<file path="config.mk">
export PLATFORM = sky130hd
export DESIGN_NAME = cpu_iack_sequencer
export DESIGN_NICKNAME = d
export VERILOG_FILES = /design/src/rtl/cpu_iack_sequencer.sv
export SDC_FILE = /design/constraint.sdc
export NUM_CORES = 1
export LEC_CHECK = 0
export BUFFER_PORTS_ARGS = -buffer_cell sky130_fd_sc_hd__buf_4
export CORE_MARGIN = 5
export CORE_UTILIZATION = 50
export CTS_CLUSTER_DIAMETER = 120
export DETAILED_ROUTE_END_ITERATION = 8
export GPL_TIMING_DRIVEN = 0
export PLACE_DENSITY = 0.78
export SLEW_MARGIN = 20
export SYNTH_ARGS = -nofsm -noshare
export SYNTH_HDL_FRONTEND = slang
export SYNTH_SLANG_ARGS = --single-unit
</file>
<file path="constraint.sdc">
create_clock -name clk -period 2.3 [get_ports clk]
set_input_delay 0 -clock clk [delete_from_list [all_inputs] [get_ports clk]]
set_output_delay 0 -clock clk [all_outputs]
set_load 0.02 [all_outputs]
</file>
<file path="src/rtl/cpu_iack_sequencer.sv">
// 68000 interrupt-acknowledge sequencer: autovectors valid IACK cycles, bus-errors spurious ones.
// Optional build macro IPL_GLITCH_FILTER_EN adds a 2-tick stability filter on the IPL path.
module cpu_iack_sequencer #(
    parameter int VPA_DELAY = 2
) (
    input  logic       clk,
    input  logic       reset,
    input  logic       clk7_en,
    input  logic [2:0] _ipl_in,
    output logic [2:0] _ipl_out,
    input  logic [2:0] cpu_fc,
    input  logic [3:0] cpu_a_hi,
    input  logic [2:0] cpu_a_lo,
    input  logic       _cpu_as,
    output logic       _vpa,
    output logic       _berr,
    output logic       iack_strobe,
    output logic [2:0] iack_level
);

    localparam logic [3:0] DELAY_LAST = 4'(VPA_DELAY);

    typedef enum logic [2:0] {
        IDLE    = 3'd0,
        DECODE  = 3'd1,
        DELAY   = 3'd2,
        VPA     = 3'd3,
        BERR    = 3'd4,
        WAIT_AS = 3'd5
    } state_t;

    state_t     r_state;
    state_t     w_next;
    logic [3:0] r_cnt;
    logic [3:0] w_cnt_next;
    logic [2:0] r_lvl;
    logic [2:0] r_ipl_out;
    logic [2:0] r_iack_level;
    logic       r_vpa_n;
    logic       r_berr_n;
    logic       r_strobe;
    logic       w_strobe;
    logic       w_iack;
    logic [2:0] w_pend;

    assign w_iack = !_cpu_as && (cpu_fc == 3'b111) && (cpu_a_hi == 4'hF);
    assign w_pend = ~r_ipl_out;

    always_comb begin
        w_next     = r_state;
        w_cnt_next = r_cnt;
        w_strobe   = 1'b0;
        case (r_state)
            IDLE: begin
                if (w_iack) w_next = DECODE;
            end
            DECODE: begin
                w_cnt_next = 4'd0;
                if (_cpu_as) begin
                    w_next = IDLE;
                end else if ((r_lvl != 3'd0) && (r_lvl <= w_pend)) begin
                    w_next   = DELAY;
                    w_strobe = 1'b1;
                end else begin
                    w_next = BERR;
                end
            end
            DELAY: begin
                // The counter reaches VPA_DELAY after VPA_DELAY ticks; the next tick enters VPA.
                if (_cpu_as) begin
                    w_next = IDLE;
                end else if (r_cnt == DELAY_LAST) begin
                    w_next = VPA;
                end else begin
                    w_cnt_next = r_cnt + 4'd1;
                end
            end
            VPA, BERR: begin
                if (_cpu_as) w_next = WAIT_AS;
            end
            WAIT_AS: begin
                w_next = IDLE;
            end
            default: begin
                w_next = IDLE;
            end
        endcase
    end

    // Outputs are registered from the next state so they change on the same tick as the state.
    always_ff @(posedge clk or posedge reset) begin
        if (reset) begin
            r_state      <= IDLE;
            r_cnt        <= 4'd0;
            r_lvl        <= 3'd0;
            r_vpa_n      <= 1'b1;
            r_berr_n     <= 1'b1;
            r_strobe     <= 1'b0;
            r_iack_level <= 3'd0;
        end else if (clk7_en) begin
            r_state  <= w_next;
            r_cnt    <= w_cnt_next;
            r_vpa_n  <= (w_next != VPA);
            r_berr_n <= (w_next != BERR);
            r_strobe <= w_strobe;
            if ((r_state == IDLE) && w_iack) r_lvl <= cpu_a_lo;
            if (w_strobe) r_iack_level <= r_lvl;
        end
    end

`ifdef IPL_GLITCH_FILTER_EN
    logic [2:0] r_flt0;
    logic [2:0] r_flt1;

    // The whole filter pipeline freezes outside IDLE, so it refills after every acknowledge.
    always_ff @(posedge clk or posedge reset) begin
        if (reset) begin
            r_flt0    <= 3'b111;
            r_flt1    <= 3'b111;
            r_ipl_out <= 3'b111;
        end else if (clk7_en && (r_state == IDLE)) begin
            r_flt0 <= _ipl_in;
            r_flt1 <= r_flt0;
            if (r_flt0 == r_flt1) r_ipl_out <= r_flt0;
        end
    end
`else
    always_ff @(posedge clk or posedge reset) begin
        if (reset) begin
            r_ipl_out <= 3'b111;
        end else if (clk7_en && (r_state == IDLE)) begin
            r_ipl_out <= _ipl_in;
        end
    end
`endif

    assign _ipl_out    = r_ipl_out;
    assign _vpa        = r_vpa_n;
    assign _berr       = r_berr_n;
    assign iack_strobe = r_strobe;
    assign iack_level  = r_iack_level;

endmodule

</file>
==> reports/metrics.csv, run 1 <==
stage,metric,value,unit
outcome,status,"complete, no violations",
sta,Setup Skew,0.006819,ns
route,Post-DRT Antenna Nets,0,
clock_network,CTS buffer count,3,
global_routing,first-pass GRT wire length,3463,µm
logic_synthesis,Synth top cells by count,"dfrtp_1 (14), mux2_2 (9), nand2_1 (6)",
clock_network,clock sink count,19,
sta,Final Hold Fails,0,
clock_network,clk_lat worst skew,0.29,ns
sta,Final Critical Period,1.988,ns
logic_synthesis,"area leader, netlist",dfrtp_1,
global_routing,antenna violations before repair,0,
clock_network,clock slew at reported path FFs,0.11,ns
route,initial DRC count,8,
sta,final setup fails,0,
worst_setup_path,critical-path maximum fanout,4,
sta,Max Transition Viols Final,0,
route,DR vias,792,
worst_setup_path,most numerous cell on the critical path,a21oi_1,
logic_synthesis,predominant post-synthesis flop cell,dfrtp_1,
route,DR vias/cell,5.176,
logic_synthesis,Area contributors post-synth,"dfrtp_1 (35%), dfstp_2 (13%), mux2_2 (10%)",
worst_setup_path,Startpoint Class,flip-flop,
sta,hold_ws,0.08122,ns
logic_synthesis,post-synth cell types,33,
pwr,Leak,0.0006245,µW
global_routing,overall routing resource usage,16.15,%
global_routing,pin count of the biggest net entering global routing,20,
route,post-DR wirelength/cell,12.75,µm
logic_synthesis,sequential area share after synthesis,48.25,%
floorplanning,DIE AREA,2990,µm²
worst_setup_path,critical path type,reg -> reg,
worst_setup_path,CP max stage cell,dfstp_2,
global_routing,grt ovf,0,
place,port bufs,24,
logic_synthesis,Synth Area per Inst,11.09,µm²
sta,worst-margin pin slew,0.7023,ns
place,DP Wirelength,1465,µm
worst_setup_path,Worst path max stage delay,0.56,ns
layout,ANT cells,0,
pwr,pwr/cell area,670.4,nW/µm²
route,Total Wirelength,1951,µm
logic_synthesis,cell with the most instances after synthesis,dfrtp_1,
worst_setup_path,critical path endpoint category,flip-flop,
logic_synthesis,Synth top area share,35.09,%
pwr,Final Power,884.1,µW
floorplanning,starting density of the core,51.42,%
layout,synth-to-layout area growth,32.08,%
floorplanning,Ports,26,
pwr,Worst VDD drop,0.0004831,V
sta,period utilisation layout,86.43,%
min_path,Worst Hold Path EP,r_state[1]$_DFFE_PP0P_,
sta,fmax,503.0,MHz
min_path,Hold Crit Depth,4,
logic_synthesis,synthesized cell area,998.5,µm²
clock_network,root buffer cell,clkbuf_4,
place,placer congestion estimate,0.8277,
worst_setup_path,Worst EP arrival,2.17,ns
min_path,worst hold start,_cpu_as,
worst_setup_path,reg2reg start,_ipl_out[2]$_DFFE_PP1P_,
job,Max Cap Viol,0,
min_path,worst hold path class,in -> reg,
floorplanning,die height,54.69,µm
floorplanning,die width,54.69,µm
clock_network,CTS tree,done,
logic_synthesis,Post-synth EDFFs,0,
global_routing,vias in the first global route,862,
clock_network,clock tree buffer depth,2,
worst_setup_path,R2R setup slack,0.31,ns
sta,RSZ-0062 raised after global routing,no,
floorplanning,cell row count,16,
logic_synthesis,Yosys reg bits,19,
logic_synthesis,Mapped Cells,90,
logic_synthesis,Yosys warning count,0,
sta,Max-slew headroom,53.13,%
logic_synthesis,Post-synth ARST share,100.0,%
worst_setup_path,r2r endpoint,iack_level[1]$_DFFE_PP0P_,
route,DRT Pass-1 Iters,4,
worst_setup_path,crit-path cells,"ha_1, a21oi_1, o21ai_0, a21oi_1, and2_1, mux2_2",
route,DRC,0,
worst_setup_path,depth of the most critical reg-to-reg path,6,
floorplanning,core area,1942,µm²
clock_network,Max H-tree Level,1,
sta,Fin Setup TNS,0,ns
layout,share of cells above drive strength 1,36.51,%
logic_synthesis,syn nets,112,
layout,# nets final,149,
worst_setup_path,Critical Path RT,2.48,ns
where the power goes:
group	leakage (µW)	switching, µW	internal [µW]
Combinational	0.000365	147	138
Sequential	0.000245	35.0	398
Clock	0.0000150	98.3	67.3
Total	0.000625	281	603
flip-flops by register name (all words and copies together), names as in the netlist:
| register | cells |
|---|---|
| _vpa | 1 |
| _ipl_out | 3 |
| iack_level | 3 |
| r_lvl | 3 |
| r_cnt | 4 |
| r_state | 3 |
| _berr | 1 |
| iack_strobe | 1 |
per-stage QoR:
stage / setup WS (ns) / utilization, % / instance area [µm²] / instances
3_3_place_gp: 0.3361 / 62.44 / 1212 / 141
5_1_grt: 0.05361 / 67.91 / 1319 / 153
6_report: 0.3121 / 67.91 / 1319 / 153
2_1_floorplan: 0.3997 / - / 998.5 / 90
4_1_cts: 0.3067 / 67.91 / 1319 / 153
3_5_place_dp: 0.3157 / 62.44 / 1212 / 141
critical path, delay by kind of cell (launching register included):
kind                     cells  cell delay [ns]
adder cells (fa/ha/maj)      1             0.25
AO/OA/AOI/OAI                3             0.45
AND/OR/NAND/NOR              1             0.26
multiplexers                 1             0.35
flip-flops                   1             0.56
placed cells by master, fill, tap and decap left out, types with 2 or more instances in the layout:
cell type      instances
a21oi_1                5
buf_4                 24
clkbuf_4               3
dfrtp_1               14
dfstp_2                5
dlygate4sd3_1          8
ha_1                   5
inv_1                  5
mux2_2                 9
nand2_1                6
nand2b_1               5
nand3_1                2
nor2_1                 5
nor3_1                 4
o21ai_0                2
o21ai_1                2
o2bb2ai_1              2
worst max-delay path by stage:
stage                                  startpoint                   endpoint  slack [ns]  depth (start not counted)
after global placement    _ipl_out[2]$_DFFE_PP1P_  iack_level[1]$_DFFE_PP0P_        0.34                          6
after floorplan           _ipl_out[2]$_DFFE_PP1P_  iack_level[0]$_DFFE_PP0P_        0.40                          6
final                     _ipl_out[2]$_DFFE_PP1P_  iack_level[1]$_DFFE_PP0P_        0.31                          6
after detailed placement  _ipl_out[2]$_DFFE_PP1P_  iack_level[1]$_DFFE_PP0P_        0.32                          6
after CTS                 _ipl_out[2]$_DFFE_PP1P_  iack_level[2]$_DFFE_PP0P_        0.31                          6
after global routing      _ipl_out[2]$_DFFE_PP1P_  iack_level[1]$_DFFE_PP0P_        0.05                          6
logic make-up (layout without fill, tap and decap cells):
kind of cell    Yosys count  count (layout)  synth area share, %
compound gates           19              19                13.91
fa+ha+maj                 5               5                6.266
simple gates             29              29                15.79
flops                    19              19                48.25
mux                      11              11                12.28
buf+inv                   7              43                3.508
metal layers:
metal	up-vias	share of wire [%]	GRT usage, %
li1	399	-	-
met1	375	44	19.22
met2	16	52	27.36
met3	2	3.7	3.270
met4	0	0.41	7.884
met5	-	0	0
final cells by class:
class / count / area, µm²
Fill cell: 156 / 623.1
Sequential cell: 19 / 481.7
Multi-Input combinational cell: 64 / 481.7
Timing Repair Buffer: 32 / 260.3
Tap cell: 27 / 33.78
Clock buffer: 4 / 26.28
Inverter: 5 / 18.77
Buffer: 2 / 16.27
repair_timing:
item,4_1_cts,5_1_grt
resized for setup,0,0
setup buffers,0,0
hold buffers,8,0
hold endpoints to repair,22,0
(Power assumes the default switching activity.)
==> inputs of run 2 (changes only) <==
--- a/config.mk
+++ b/config.mk
@@ -6,6 +6,7 @@
 export NUM_CORES = 1
 export LEC_CHECK = 0
 export BUFFER_PORTS_ARGS = -buffer_cell sky130_fd_sc_hd__buf_4
+export CAP_MARGIN = 25
 export CORE_MARGIN = 5
 export CORE_UTILIZATION = 50
 export CTS_CLUSTER_DIAMETER = 120
==> constraint.sdc (replaced) <==
create_clock -name clk -period 2.1 [get_ports clk]
set_input_delay 0 -clock clk [delete_from_list [all_inputs] [get_ports clk]]
set_output_delay 0 -clock clk [all_outputs]
set_load 0.02 [all_outputs]
==> run 2 against run 1 <==
Net effect: critical path depth unchanged; worst setup slack worse by 0.15 ns; fmax rose by 2.5%; first-iteration DRC count up 13%; sequential cell count unchanged; critical path type unchanged.
==> reports/metrics.csv, run 2 (synthesis gave the netlist of run 1 again) <==
stage,metric,value,unit,change
layout,fillers,156,,unchanged
sta,Max Transition Viols Final,0,,unchanged
global_routing,layer with the highest usage,met2,,
sta,Final Critical Period,1.940,ns,-0.04765 ns
place,Area after DPL,1212,µm²,unchanged
route,DRC,0,,unchanged
global_routing,antenna violations before repair,0,,unchanged
worst_setup_path,Critical Path RT,2.29,ns,-0.19 ns
sta,Max-slew headroom,53.03,%,-0.10 points
min_path,worst hold path class,in -> reg,,
clock_network,Max H-tree Level,1,,unchanged
worst_setup_path,depth of the most critical reg-to-reg path,6,,unchanged
global_routing,met2 Track Usage GR,27.36,%,unchanged
layout,fin cells,153,,unchanged
layout,ANT cells,0,,unchanged
place,placer congestion estimate,0.8277,,unchanged
pwr,Final Power,972.0,µW,+9.9%
sta,Setup Skew,0.006872,ns,+0.00005288 ns
layout,# nets final,149,,unchanged
sta,worst-margin pin slew,0.7038,ns,+0.001533 ns
worst_setup_path,Worst EP arrival,2.13,ns,-0.04 ns
pwr,pwr/cell area,734.3,nW/µm²,+9.5%
worst_setup_path,R2R setup slack,0.16,ns,-0.15 ns
worst_setup_path,critical-path maximum fanout,5,,+1
min_path,worst hold start,_cpu_as,,
sta,RSZ-0062 raised after global routing,no,,
clock_network,clock tree buffer depth,2,,unchanged
clock_network,CTS buffer count,3,,unchanged
route,Total Wirelength,1959,µm,+0.41%
floorplanning,die height,54.69,µm,unchanged
layout,"commonest non-fill, non-tap cell in the layout",buf_4,,
sta,fmax,515.4,MHz,+2.5%
clock_network,clock slew at reported path FFs,0.11,ns,about the same
place,port bufs,24,,unchanged
global_routing,met1 usage,19.22,%,unchanged
min_path,Worst Hold Path EP,r_state[1]$_DFFE_PP0P_,,
clock_network,root buffer cell,clkbuf_4,,
floorplanning,core area,1942,µm²,unchanged
route,DR vias/cell,5.190,,+0.25%
sta,Fin Setup TNS,0,ns,unchanged
pwr,Worst VDD drop,0.0005298,V,+9.7%
worst_setup_path,reg2reg start,r_cnt[0]$_DFFE_PP0P_,,
clock_network,clk_lat worst skew,0.29,ns,about the same
route,Post-DRT Antenna Nets,0,,unchanged
worst_setup_path,Startpoint Class,flip-flop,,
floorplanning,cell row count,16,,unchanged
floorplanning,die width,54.69,µm,unchanged
route,initial DRC count,9,,+1
route,DRT Pass-1 Iters,4,,unchanged
floorplanning,Ports,26,,unchanged
route,post-DR wirelength/cell,12.80,µm,+0.41%
global_routing,overall routing resource usage,16.15,%,unchanged
place,DP Wirelength,1465,µm,unchanged
global_routing,GR Util met3,3.270,%,unchanged
global_routing,grt ovf,0,,unchanged
global_routing,first-pass GRT wire length,3463,µm,unchanged
global_routing,pin count of the biggest net entering global routing,20,,unchanged
sta,Final Hold Fails,0,,unchanged
min_path,Hold Crit Depth,4,,unchanged
pwr,Leak,0.0006249,µW,about the same
worst_setup_path,critical path endpoint category,flip-flop,,
floorplanning,starting density of the core,51.42,%,unchanged
outcome,status,"complete, no violations",,
route,DR vias,794,,+0.25%
layout,share of cells above drive strength 1,38.10,%,+1.6 points
layout,max reg flops,4,,unchanged
place,placed cells,141,,unchanged
layout,Largest Register,r_cnt,,
worst_setup_path,r2r endpoint,r_cnt[1]$_DFFE_PP0P_,,
layout,most frequent cells in the layout,"buf_4 (24), dfrtp_1 (14), mux2_2 (9)",,
sta,period utilisation layout,92.39,%,+6.0 points
floorplanning,DIE AREA,2990,µm²,unchanged
clock_network,Post CTS Setup Buffer Count,0,,unchanged
job,Max Cap Viol,0,,unchanged
layout,design area,1324,µm²,+0.38%
sta,final setup fails,0,,unchanged
worst_setup_path,critical path type,reg -> reg,,
global_routing,vias in the first global route,862,,unchanged
clock_network,clock sink count,19,,unchanged
clock_network,CTS tree,done,,
layout,synth-to-layout area growth,32.58,%,
## run 2: cell counts in the layout (fill, tap and decap cells not counted)
Identical to the previous run, type by type.
## run 2: repair_timing
item                                    4_1_cts  5_1_grt
hold buffers                                  8        0
gates resized for setup                       0        2
endpoints found under the setup margin        0        3
hold endpoints to repair                     22        0
## run 2: final cells by class
class,count,area [µm²],area share (%)
multi-input cells,64,486.7,36.77
flip-flops and latches,19,481.7,36.39
repair buffers,32,260.3,19.66
well taps,27,33.78,2.552
clock buffers,4,26.28,1.985
inverters,5,18.77,1.418
plain buffers,2,16.27,1.229
## run 2: how the worst max path moves through the flow
stage / endpoint / depth (start not counted) / slack [ns] / startpoint
floorplan: iack_level[0]$_DFFE_PP0P_ / 6 / 0.20 / _ipl_out[2]$_DFFE_PP1P_
global placement: iack_level[1]$_DFFE_PP0P_ / 6 / 0.14 / _ipl_out[2]$_DFFE_PP1P_
detailed placement: iack_level[1]$_DFFE_PP0P_ / 6 / 0.12 / _ipl_out[2]$_DFFE_PP1P_
CTS: iack_level[2]$_DFFE_PP0P_ / 6 / 0.11 / _ipl_out[2]$_DFFE_PP1P_
global route: iack_level[1]$_DFFE_PP0P_ / 6 / 0.004 / _ipl_out[2]$_DFFE_PP1P_
finish: r_cnt[1]$_DFFE_PP0P_ / 6 / 0.16 / r_cnt[0]$_DFFE_PP0P_
## run 2: report_power, final
part	switching, µW	internal (µW)	leakage (µW)
logic	164	152	0.000365
registers	38.4	436	0.000245
clock network	108	73.7	0.0000150
## run 2: per-layer routing
layer	up-vias	share of wire, %
met5	-	0
met4	0	0.41
met3	2	3.7
met2	14	52
met1	378	44
li1	400	-
## run 2: per-stage QoR
stage                     setup slack (ns)  hold slack, ns  utilization (%)
after floorplan                     0.1997        -0.05257                -
after global placement              0.1361          0.1538            62.44
after detailed placement            0.1157          0.1753            62.44
after CTS                           0.1067         0.06678            67.91
after global routing              0.004352          0.1145            68.17
final                               0.1598         0.08219            68.17
## run 2: worst max-delay path: stages, from the launching register on
cell and delay (ns):
dfrtp_1 0.38, inv_1 0.07, ha_1 0.18, nor3b_1 0.15, or4b_4 0.50, a21oi_4 0.22, mux2_1 0.34
